**config.mk**
```make
export PLATFORM = sky130hd
export DESIGN_NAME = result_streamer
export DESIGN_NICKNAME = d
export VERILOG_FILES = /design/src/rtl/conv_pkg.sv /design/src/rtl/sync_fifo.sv /design/src/rtl/result_streamer.sv
export SDC_FILE = /design/constraint.sdc
export NUM_CORES = 1
export LEC_CHECK = 0
export CORE_ASPECT_RATIO = 0.7
export CORE_MARGIN = 1
export CORE_UTILIZATION = 52
export CTS_CLUSTER_DIAMETER = 40
export CTS_CLUSTER_SIZE = 40
export DETAILED_ROUTE_END_ITERATION = 7
export PLACE_DENSITY = 0.75
export SETUP_SLACK_MARGIN = 0.3
export SLEW_MARGIN = 20
export SYNTH_ARGS = -nofsm -noshare
export SYNTH_HDL_FRONTEND = slang
export SYNTH_SLANG_ARGS = --single-unit
```
**constraint.sdc**
```tcl
create_clock -name clk -period 3.66 [get_ports clk]
set_clock_uncertainty 0.15 [all_clocks]
set_input_delay 0.366 -clock clk [delete_from_list [all_inputs] [get_ports clk]]
set_output_delay 0.366 -clock clk [all_outputs]
set_load 0.01 [all_outputs]
```
**src/rtl/conv_pkg.sv**
```systemverilog
// Shared defaults and types for the convolution result path.
// Holds word widths, the largest frame dimension and the streamer state enum.
package conv_pkg;

   localparam int DEF_IN_W       = 16;
   localparam int DEF_OUT_W      = 8;
   localparam int DEF_MAX_N      = 8;
   localparam int DEF_FIFO_DEPTH = 4;

   typedef enum logic [1:0] {
      IDLE   = 2'd0,
      STREAM = 2'd1,
      DRAIN  = 2'd2
   } state_t;

   // Pixel count of an N x N frame; N never exceeds 8, so 7 bits hold 64.
   function automatic logic [6:0] frame_pixels(input logic [3:0] n);
      return {3'b000, n} * {3'b000, n};
   endfunction

endpackage

```
**src/rtl/sync_fifo.sv**
```systemverilog
// Single-clock FIFO with a registered head word and full/empty flags.
// The head register is loaded directly from the write data when a word lands in an empty queue.
module sync_fifo #(
   parameter int W     = 8,
   parameter int DEPTH = 4
) (
   input  logic         clk,
   input  logic         rst,
   input  logic         i_push,
   input  logic [W-1:0] i_wdata,
   input  logic         i_pop,
   output logic [W-1:0] o_head,
   output logic         o_full,
   output logic         o_empty
);

   localparam int          AW       = $clog2(DEPTH);
   localparam logic [AW:0] CNT_FULL = (AW+1)'(DEPTH);

   logic [W-1:0]  r_mem [DEPTH];
   logic [AW-1:0] r_wr_ptr;
   logic [AW-1:0] r_rd_ptr;
   logic [AW:0]   r_count;
   logic [W-1:0]  r_head;

   logic          w_do_push;
   logic          w_do_pop;
   logic [AW-1:0] w_rd_ptr_next;
   logic [AW:0]   w_count_after_pop;
   logic [AW:0]   w_count_next;

   assign o_full  = (r_count == CNT_FULL);
   assign o_empty = (r_count == '0);
   assign o_head  = r_head;

   assign w_do_push         = i_push && !o_full;
   assign w_do_pop          = i_pop && !o_empty;
   assign w_rd_ptr_next     = r_rd_ptr + AW'(w_do_pop);
   assign w_count_after_pop = r_count - (AW+1)'(w_do_pop);
   assign w_count_next      = w_count_after_pop + (AW+1)'(w_do_push);

   always_ff @(posedge clk) begin
      if (w_do_push) begin
         r_mem[r_wr_ptr] <= i_wdata;
      end
   end

   always_ff @(posedge clk) begin
      if (rst) begin
         r_wr_ptr <= '0;
         r_rd_ptr <= '0;
         r_count  <= '0;
      end else begin
         if (w_do_push) begin
            r_wr_ptr <= r_wr_ptr + AW'(1);
         end
         r_rd_ptr <= w_rd_ptr_next;
         r_count  <= w_count_next;
      end
   end

   // The new head is the pushed word only when the queue is empty after this pop.
   always_ff @(posedge clk) begin
      if (rst) begin
         r_head <= '0;
      end else if (w_count_next == '0) begin
         r_head <= '0;
      end else if (w_do_push && (w_count_after_pop == '0)) begin
         r_head <= i_wdata;
      end else begin
         r_head <= r_mem[w_rd_ptr_next];
      end
   end

endmodule

```
**src/rtl/result_streamer.sv**
```systemverilog
// Turns signed convolution results into saturated pixels and streams one N x N frame
// through a small FIFO, tagging end-of-row and end-of-frame on the output side.
module result_streamer
   import conv_pkg::*;
#(
   parameter int IN_W       = DEF_IN_W,
   parameter int OUT_W      = DEF_OUT_W,
   parameter int FIFO_DEPTH = DEF_FIFO_DEPTH,
   parameter int MAX_N      = DEF_MAX_N
) (
   input  logic             clk,
   input  logic             rst,
   input  logic             start,
   input  logic [3:0]       size,
   input  logic             in_valid,
   input  logic [IN_W-1:0]  in_data,
   output logic             in_ready,
   output logic             out_valid,
   output logic [OUT_W-1:0] out_data,
   input  logic             out_ready,
   output logic             out_eol,
   output logic             out_eof,
   output logic             busy,
   output logic             size_err
);

   localparam logic [3:0] MAX_N_L = 4'(MAX_N);

   state_t     r_state;
   state_t     w_state_next;
   logic [3:0] r_n;
   logic [6:0] r_push_cnt;
   logic [2:0] r_col;
   logic [2:0] r_row;
   logic       r_size_err;

   logic             w_size_ok;
   logic             w_accept;
   logic             w_reject;
   logic             w_push;
   logic             w_pop;
   logic             w_last_push;
   logic             w_col_last;
   logic             w_row_last;
   logic             w_fifo_full;
   logic             w_fifo_empty;
   logic [OUT_W-1:0] w_conv;

   sync_fifo #(
      .W     (OUT_W),
      .DEPTH (FIFO_DEPTH)
   ) u_fifo (
      .clk     (clk),
      .rst     (rst),
      .i_push  (w_push),
      .i_wdata (w_conv),
      .i_pop   (w_pop),
      .o_head  (out_data),
      .o_full  (w_fifo_full),
      .o_empty (w_fifo_empty)
   );

   // Negative clamps to 0; anything above the OUT_W range clamps to all ones.
   always_comb begin
      if (in_data[IN_W-1]) begin
         w_conv = '0;
      end else if (|in_data[IN_W-2:OUT_W]) begin
         w_conv = '1;
      end else begin
         w_conv = in_data[OUT_W-1:0];
      end
   end

   assign w_size_ok   = (size != 4'd0) && (size <= MAX_N_L);
   assign in_ready    = (r_state == STREAM) && !w_fifo_full;
   assign w_push      = in_valid && in_ready;
   assign out_valid   = !w_fifo_empty;
   assign w_pop       = out_valid && out_ready;
   assign w_last_push = (r_push_cnt == frame_pixels(r_n) - 7'd1);
   assign w_col_last  = ({1'b0, r_col} == r_n - 4'd1);
   assign w_row_last  = ({1'b0, r_row} == r_n - 4'd1);
   assign out_eol     = out_valid && w_col_last;
   assign out_eof     = out_eol && w_row_last;
   assign busy        = (r_state != IDLE);
   assign size_err    = r_size_err;

   always_comb begin
      w_state_next = r_state;
      w_accept     = 1'b0;
      w_reject     = 1'b0;
      case (r_state)
         IDLE: begin
            if (start) begin
               if (w_size_ok) begin
                  w_accept     = 1'b1;
                  w_state_next = STREAM;
               end else begin
                  w_reject = 1'b1;
               end
            end
         end
         STREAM: begin
            if (w_push && w_last_push) begin
               w_state_next = DRAIN;
            end
         end
         DRAIN: begin
            // The eof pixel is always the last word pushed, so it can only leave in DRAIN.
            if (w_pop && out_eof) begin
               w_state_next = IDLE;
            end
         end
         default: begin
            w_state_next = IDLE;
         end
      endcase
   end

   always_ff @(posedge clk) begin
      if (rst) begin
         r_state <= IDLE;
      end else begin
         r_state <= w_state_next;
      end
   end

   always_ff @(posedge clk) begin
      if (rst) begin
         r_n        <= '0;
         r_push_cnt <= '0;
         r_col      <= '0;
         r_row      <= '0;
         r_size_err <= 1'b0;
      end else begin
         r_size_err <= w_reject;
         if (w_accept) begin
            r_n        <= size;
            r_push_cnt <= '0;
            r_col      <= '0;
            r_row      <= '0;
         end else begin
            if (w_push) begin
               r_push_cnt <= r_push_cnt + 7'd1;
            end
            if (w_pop) begin
               if (w_col_last) begin
                  r_col <= '0;
                  r_row <= r_row + 3'd1;
               end else begin
                  r_col <= r_col + 3'd1;
               end
            end
         end
      end
   end

endmodule

```
# Yosys cells after proc, flatten, opt, wreduce, memory -nomap -nowiden
# Memories as Yosys holds them, arrays and structs flattened.
# Cells that the tools add are included.
# word_totals
regBits	35
wordCells	74
out_inout_bits	14
mem_bits_rw	32
latchBits	0
rom_bits	0
n_memories	1
input_bits	25
# memory_table
name	words	width	rd	rd_clocked_by_memory_dff	write_ports	line_no	source
u_fifo.r_mem	4	8	1	0	1	sync_fifo.sv:20	logic [W-1:0] r_mem [DEPTH];
# op_classes
n_bitwise	2
div_mod_pow	0
reduce_logical	25
n_eq_ne	10
n_mux	15
n_shift	0
n_mul	1
order_cmp	1
add_sub_neg	9
# ops
operator	count
8-bit 2-to-1 mux	3
1-bit logical AND	11
3-bit logical NOT	3
3-bit by 4-bit == test with 1-bit output	2
2-bit 2-to-1 mux	4
7-bit by 1-bit adder with 7-bit output, second input constant	1
7-bit == test	1
4-bit by 4-bit multiplier with 7-bit output	1
7-bit OR reduction	1
7-bit by 1-bit subtractor with 7-bit output, second input constant	1
3-bit by 1-bit adder with 3-bit output, second input constant	2
1-bit 2-to-1 mux	6
2-bit inequality test, second input constant	3
2-bit case mux with 3 select lines	1
4-bit <= comparator, second input constant	1
4-bit AND reduction	1
4-bit nonzero test	1
2-bit OR reduction	2
4-bit by 1-bit subtractor with 4-bit output, second input constant	1
3-bit by 1-bit adder with 3-bit output	1
3-bit == test, second input constant	1
3-bit 2-to-1 mux	1
3-bit OR reduction	1
3-bit by 1-bit subtractor with 3-bit output	1
other kinds (10)	12

# Depth between registers and ports, before layout
# Gate-level depths: netlist (run 1).
# logic_depth
word_depth	8
depth_mapped	12
depth_no_buf	11

# By module
# Synthesis (run 1) repeated with hierarchy kept, for this count alone.
# unflattened
cells_unflattened	304
hier_area_um2	3418.3
# by_module_without_submodules
module	area_each_um2	cells_each	instances
sync_fifo	1876.8	116	1
result_streamer	1541.5	188	1

# Worst setup path before layout (run 1)
# Ideal clock, no wire load.
# synth_timing
kind	register to register
startpoint	register r_n[0]
endpoint	register r_state[1]
required_time_ns	3.378
path_stages_with_launch	12
setup_time_ns	0.132
n_path_buf	1
synth_period_minus_slack_ns	2.792
setup_slack_ns	0.868
arrival_time_ns	2.510
cell_sequence	dfxtp_1 clkbuf_1 o21ai_0 a22oi_1 xor2_1 ha_1 ha_1 a21oi_1 nand2_1 o221a_2 a31oi_1 o32ai_1
# synth_via
elab_chain_len	7
word_cells_on_any_way	13
classes_between	add/sub (2); mul (1); eq/ne (5); reduce/logical (5)
# synth_lines
item	line_no	source
start: declaration	result_streamer.sv:31	logic [3:0] r_n;
start signal: assignment	result_streamer.sv:137	r_n <= size;
branches (longest 6 deep; another with 4-bit by 4-bit multiplier with 7-bit output)	-	
4-bit AND reduction (no source line) *	-	
end signal: assignment	result_streamer.sv:123	r_state <= w_state_next;
end: declaration	result_streamer.sv:29	state_t r_state;
# Every way passes the cells marked *.
# A chain may end at the register's enable or synchronous reset.

# Final worst setup path (run 1)
# layout_timing
startpoint	register r_n[0]
endpoint	output out_eof
# layout_via
elab_chain_len	4
word_cells_on_any_way	5
classes_between	add/sub (1); eq/ne (2); reduce/logical (2)
# layout_lines
item	line_no	source
4-bit by 1-bit subtractor with 4-bit output *	result_streamer.sv:80, result_streamer.sv:81	
3-bit by 4-bit == test with 1-bit output	result_streamer.sv:80	assign w_col_last = ({1'b0, r_col} == r_n - 4'd1);
1-bit logical AND	result_streamer.sv:82	assign out_eol = out_valid && w_col_last;
1-bit logical AND *	result_streamer.sv:83	assign out_eof = out_eol && w_row_last;
end: declaration	result_streamer.sv:22	output logic out_eof,
# Mark *: on every way between the ends. The rest lies on a longest branch, timed or not.

==> summary.txt, run 1 <==
Run status
  • Status: completed

Power
  • Pwr Density: 517 nW/um^2
  • Total leakage power: 1.59 nW
  • Worst VDD drop: 226 uV

Layout
  • Final nets: 401
  • # fillers: 485
  • Post-Layout Cell Count: 438
  • FF/Latch Area: 1670 sq um
  • Area grow syn2layout: 18.8%
  • Multi-input logic area: 1650 sq um
  • Post-Route Utilization: 64.6%
  • Post-route cell area: 4070 sq um
  • Share of cells above drive strength 1: 11.4%
  • Ant diodes: 0

Clocking
  • Number of CTS-inserted buffers: 9
  • Postcts setup bufs: 0
  • CTS tree: built
  • CTS Sinks: 67
  • CTS H-tree lvls: 3
  • CTS max path bufs: 2
  • CTS Root Cell: clkbuf_8
  • Worst-Skew Late Latency: 0.34 ns
  • Clock-pin slew on the worst setup and hold paths: 0.07 ns
  • # resized after CTS: 1
  • Cts hold-fix bufs: 0

Place
  • IO buf count: 38
  • Final Wtd Congestion: 0.758
  • Dpl cell area: 3860 sq um
  • Dpl hpwl: 4990 um
  • Pre-CTS WS: 0.537 ns
  • Dpl cells: 422

STA
  • Final count of hold timing violations: 0
  • Unrepaired setup endpoints after global routing: no
  • Period utilization: 87.1%
  • Final critical-path required period: 3.19 ns
  • Slew headroom: 63.9%
  • Setup violations, final: 0
  • Setup_tns: 0 ns
  • Worst Tran Pin Value: 0.542 ns
  • Max Fclk: 314 MHz
  • Max Slew Vio Count: 0
  • Final Worst Setup Slack: 0.472 ns

Setup path
  • WP data required: 3.14 ns
  • Slowest cell on crit path: clkdlybuf4s50_1
  • Bufs and invs on worst path: 2
  • Family with the most delay on the worst path: buffers and inverters
  • Register-to-register setup slack: 0.57 ns
  • CP cell instances: inv_1 > ha_1 > xor2_2 > mux2i_2 > o21ai_0 > nor2_1 > and4_1 > clkdlybuf4s50_1
  • WS Path Type: reg2out
  • Crit-path max FO: 15
  • Critical path endpoint category: output port
  • Crit path arrival time: 2.67 ns
  • Startpoint types: register
  • Slowest stage delay, CP: 0.53 ns

Route
  • Via density: 5.41
  • Iter 0 DRT Violations: 97
  • WL final: 7070 um
  • M1 WL: 3470 um
  • DR pass1 iterations: 4
  • Antenna viol nets, final: 0
  • Met3 WL: 439 um
  • Met2 routed WL: 3100 um
  • Routed wire per std cell: 16.1 um
  • Via count: 2368
  • Max Used Layer: met4
  • DRC viols: 0

GRT
  • GRT Total Usage: 22.2%
  • Largest net degree at the start of global routing: 18
  • First-pass GRT wire length: 11500 um
  • Vias in the first global route: 2299
  • Initial antenna violation count: 0
  • GR Overflow Total: 0

Worst hold path
  • Hold Path Class: reg2reg

Die
  • Site Rows: 24
  • Die height: 69.9 um
  • Ports: 39
  • Area of the core: 6310 sq um
  • Die width: 99.1 um
  • Full die area: 6930 sq um
  • Initial Utilization: 54.4%

Synth
  • Leading post-synthesis cells by cell area: edfxtp_1 (28%), dfxtp_1 (20%), ha_1 (7.7%)
  • Top-count cell post-synth: nor2_1
  • Syn_nets: 360
  • Synth async-reset ratio: 0%
  • Cells after Synth: 314
  • Mapped Area: 3430 sq um
  • Area leader, netlist: edfxtp_1
  • Synth Flop Type: dfxtp_1
  • Seq/Total Area, Yosys: 48.5%
  • Synth cell types: 48
  • Yosys warnings: 0
  • Yosys top cell area share: 28.0%
  • Synth Area per Inst: 10.9 sq um
  • Flops & latches, synth: 67
  • Post-synth EDFFs: 32
  • Top post-synthesis cells by count: nor2_1 (46), dfxtp_1 (35), edfxtp_1 (32)

Flow run
  • Max-Cap Viols: 0
## registers in the layout, indices dropped and copies added (netlist names)
signal           count
u_fifo.r_mem        32
u_fifo.o_head        8
r_push_cnt           7
r_n                  4
r_col                3
r_row                3
u_fifo.r_count       3
r_state              2
u_fifo.r_rd_ptr      2
u_fifo.r_wr_ptr      2
size_err             1
## cell usage in the layout, fill, tap and decap left out, drive strengths merged, types with 6 or more instances in the layout
cell type / n
dfxtp: 35
inv: 14
or3: 9
xnor2: 10
clkbuf: 11
a21oi: 16
xor2: 18
mux4: 8
nor3: 6
clkdlybuf4s50: 38
edfxtp: 32
mux2i: 10
nand2: 21
ha: 21
nor2b: 7
nor2: 46
## worst paths after layout
kind         cells past startpoint         end  startpoint
max                              8     out_eof      r_n[0]
min                              2    r_row[2]    r_row[2]
max reg2reg                     11  r_state[1]      r_n[3]
min reg2reg                      2    r_row[2]    r_row[2]
## worst min-delay path: cells and delay by family (launching register included)
family / cells / cell delay (ns)
DFF: 1 / 0.33
AOI/OAI and AO/OA: 2 / 0.14
## per-layer routing
layer,GRT usage [%],vias to the layer above
met5,0,-
met4,5.39,0
met3,6.31,6
met2,33.5,55
met1,31.8,1116
li1,-,1191
## cell type report
cell class              count  area share (%)
flip-flops and latches     67            40.9
multi-input cells         221            40.5
repair buffers             42            10.1
clock buffers              11            3.99
well taps                  78            2.40
inverters                  14            1.29
clock inverters             5           0.860
## per-stage QoR
step	hold slack (ns)	power [mW]
6_report	0.369	2.10
5_1_grt	0.412	2.21
3_3_place_gp	0.346	1.51
2_1_floorplan	0.288	1.33
3_5_place_dp	0.351	1.52
4_1_cts	0.369	2.11
## cells by family (layout without fill, tap and decap cells)
family | Yosys count | count (layout) | synth area share, %
muxes | 20 | 20 | 8.94
AOI/OAI and AO/OA | 36 | 36 | 6.72
adders and majority gates | 21 | 21 | 7.66
buffers and inverters | 26 | 72 | 3.83
DFF | 67 | 67 | 48.5
xor gates and xnor gates | 29 | 29 | 7.81
and+or+nand+nor | 115 | 115 | 16.6
## report_power, final
part / leakage [nW] / total, mW / switching, mW / internal [mW]
sequential: 0.575 / 0.881 / 0.0371 / 0.844
clock: 0.100 / 0.597 / 0.291 / 0.305
combinational: 0.915 / 0.626 / 0.304 / 0.322
total: 1.59 / 2.10 / 0.632 / 1.47
Power figures use the tool's default switching activity.
==> inputs of run 2 (changes only) <==
Settings changed: SKIP_CTS_REPAIR_TIMING set to 1.
==> run 2 against run 1 <==
Compared with the run above: clock-buffer cell count stayed put; sequential cell count stayed put; final cell count stayed put; sequential power hardly changed; design area stayed put; die area stayed put; combinational power hardly changed; fmax is 0.18% lower; sequential share of layout area stayed put; core utilization stayed put; non-clock buffer count stayed put.
==> summary.txt, run 2 (synthesis gave the netlist of run 1 again) <==
Run status
  • Status: completed

Clocking
  • CTS tree: built
  • CTS Sinks: 67 (unchanged)
  • Clock-pin slew on the worst setup and hold paths: 0.08 ns (about the same)
  • Number of CTS-inserted buffers: 9 (unchanged)
  • CTS Root Cell: clkbuf_8
  • CTS H-tree lvls: 3 (unchanged)
  • Worst-Skew Late Latency: 0.34 ns (about the same)
  • CTS max path bufs: 2 (unchanged)

Setup path
  • Crit-path max FO: 15 (unchanged)
  • WP data required: 3.14 ns (about the same)
  • WS Path Type: reg2out
  • Slowest cell on crit path: clkdlybuf4s50_1
  • Startpoint types: register
  • Critical path endpoint category: output port
  • Slowest stage delay, CP: 0.53 ns (about the same)
  • Crit path arrival time: 2.68 ns (about the same)
  • CP cell instances: inv_1 > ha_1 > xor2_2 > mux2i_2 > o21ai_0 > nor2_1 > and4_1 > clkdlybuf4s50_1

Route
  • Iter 0 DRT Violations: 100 (+3.1%)
  • Via count: 2381 (+0.55%)
  • Routed wire per std cell: 16.1 um (-0.34%)
  • DR pass1 iterations: 4 (unchanged)
  • WL final: 7040 um (-0.34%)
  • Via density: 5.44 (+0.55%)
  • DRC viols: 0 (unchanged)
  • Antenna viol nets, final: 0 (unchanged)

Layout
  • # fillers: 484 (-0.21%)
  • Share of cells above drive strength 1: 11.4% (unchanged)
  • Ant diodes: 0 (unchanged)
  • Top reg by flops: u_fifo.r_mem
  • Most frequent cells in the layout: nor2_1 (46), clkdlybuf4s50_1 (38), dfxtp_1 (33)
  • Final nets: 401 (unchanged)
  • Area grow syn2layout: 18.8% (unchanged)
  • Largest register FFs: 32 (unchanged)
  • Commonest non-fill, non-tap cell in the layout: nor2_1

Power
  • Switching Share: 30.0% (-0.072 points)
  • Comb power frac: 29.7% (about the same)
  • Worst VDD drop: 224 uV (-0.71%)
  • Total leakage power: 1.59 nW (unchanged)
  • Pint: 1.47 mW (about the same)
  • Register share of total power: 41.9% (about the same)
  • Net Sw Power: 0.630 mW (-0.35%)
  • Clock network power share: 28.3% (about the same)
  • Pwr Density: 516 nW/um^2 (-0.11%)

GRT
  • GRT Total Usage: 22.2% (unchanged)
  • GR Util met1: 31.8% (unchanged)
  • Met2 Track Usage GR: 33.5% (unchanged)
  • First-pass GRT wire length: 11500 um (unchanged)
  • Vias in the first global route: 2299 (unchanged)
  • Initial antenna violation count: 0 (unchanged)
  • GR Overflow Total: 0 (unchanged)
  • Most used routing layer in global routing: met2
  • Largest net degree at the start of global routing: 18 (unchanged)
  • Met3 Usage GRT: 6.31% (unchanged)

STA
  • Unrepaired setup endpoints after global routing: no
  • Final critical-path required period: 3.19 ns (+0.00581 ns)
  • Max Slew Vio Count: 0 (unchanged)
  • Setup_tns: 0 ns (unchanged)
  • Period utilization: 87.3% (+0.16 points)
  • Max Fclk: 313 MHz (-0.18%)
  • Final count of hold timing violations: 0 (unchanged)
  • Setup violations, final: 0 (unchanged)
  • Worst Tran Pin Value: 0.535 ns (-0.00705 ns)
  • Slew headroom: 64.4% (+0.47 points)
  • WHS: 0.369 ns (-0.0000580 ns)

Die
  • Initial Utilization: 54.4% (unchanged)
  • Full die area: 6930 sq um (unchanged)
  • Die width: 99.1 um (unchanged)
  • Die height: 69.9 um (unchanged)
  • Ports: 39 (unchanged)
  • Area of the core: 6310 sq um (unchanged)
  • Site Rows: 24 (unchanged)

Flow run
  • Max-Cap Viols: 0 (unchanged)

Place
  • Final Wtd Congestion: 0.758 (unchanged)
  • IO buf count: 38 (unchanged)
  • Dpl hpwl: 4990 um (unchanged)

Worst hold path
  • Hold Path Class: reg2reg
==> run 2: cell counts in the layout (fill, tap and decap cells not counted) <==
Identical to the previous run, type by type.
==> run 2: through the flow <==
| stage | std cells | setup WS [ns] | util [%] | power [mW] | area (sq um) |
|---|---|---|---|---|---|
| floorplan | 314 | 0.868 | - | 1.33 | 3430 |
| global placement | 422 | 0.645 | 61.2 | 1.51 | 3860 |
| detailed placement | 422 | 0.537 | 61.2 | 1.52 | 3860 |
| CTS | 438 | 0.132 | 64.3 | 2.11 | 4060 |
| global route | 438 | 0.320 | 64.6 | 2.21 | 4070 |
| finish | 438 | 0.466 | 64.6 | 2.10 | 4070 |
==> run 2: final cells by class <==
type	instances	area (sq um)	share of cell area [%]
timing repair buffer	42	410	10.1
sequential	67	1670	40.9
clock buffer	11	163	3.99
multi-input combinational	221	1650	40.5
tap	78	97.6	2.40
inverter	14	52.6	1.29
clock inverter	5	35.0	0.860
==> run 2: per-layer routing <==
layer / wire [um] / vias up
met5: 0 / -
met1: 3430 / 1121
li1: - / 1190
met2: 3100 / 66
met4: 40 / 0
met3: 475 / 4
==> run 2: worst paths after layout <==
kind / cells after the start / slack [ns] / from / endpoint
max: 8 / 0.47 / r_n[0] / out_eof
min: 2 / 0.37 / r_row[2] / r_row[2]
max reg2reg: 11 / 0.57 / r_n[3] / r_state[1]
min reg2reg: 2 / 0.37 / r_row[2] / r_row[2]
==> run 2: worst max-delay path, delay by kind of cell (launching register included) <==
kind / cells / cell delay (ns)
xor gates and xnor gates: 1 / 0.22
adders and majority gates: 1 / 0.29
DFF: 1 / 0.46
buffers and inverters: 2 / 0.65
muxes: 1 / 0.26
and+or+nand+nor: 2 / 0.36
AOI/OAI and AO/OA: 1 / 0.11
==> run 2: power groups by stage <==
stage	registers [mW]	clock network [mW]	logic [mW]
2_1_floorplan	0.900	0	0.433
3_3_place_gp	0.895	0	0.614
3_5_place_dp	0.898	0	0.622
4_1_cts	0.882	0.604	0.626
5_1_grt	0.887	0.635	0.689
6_report	0.881	0.596	0.625
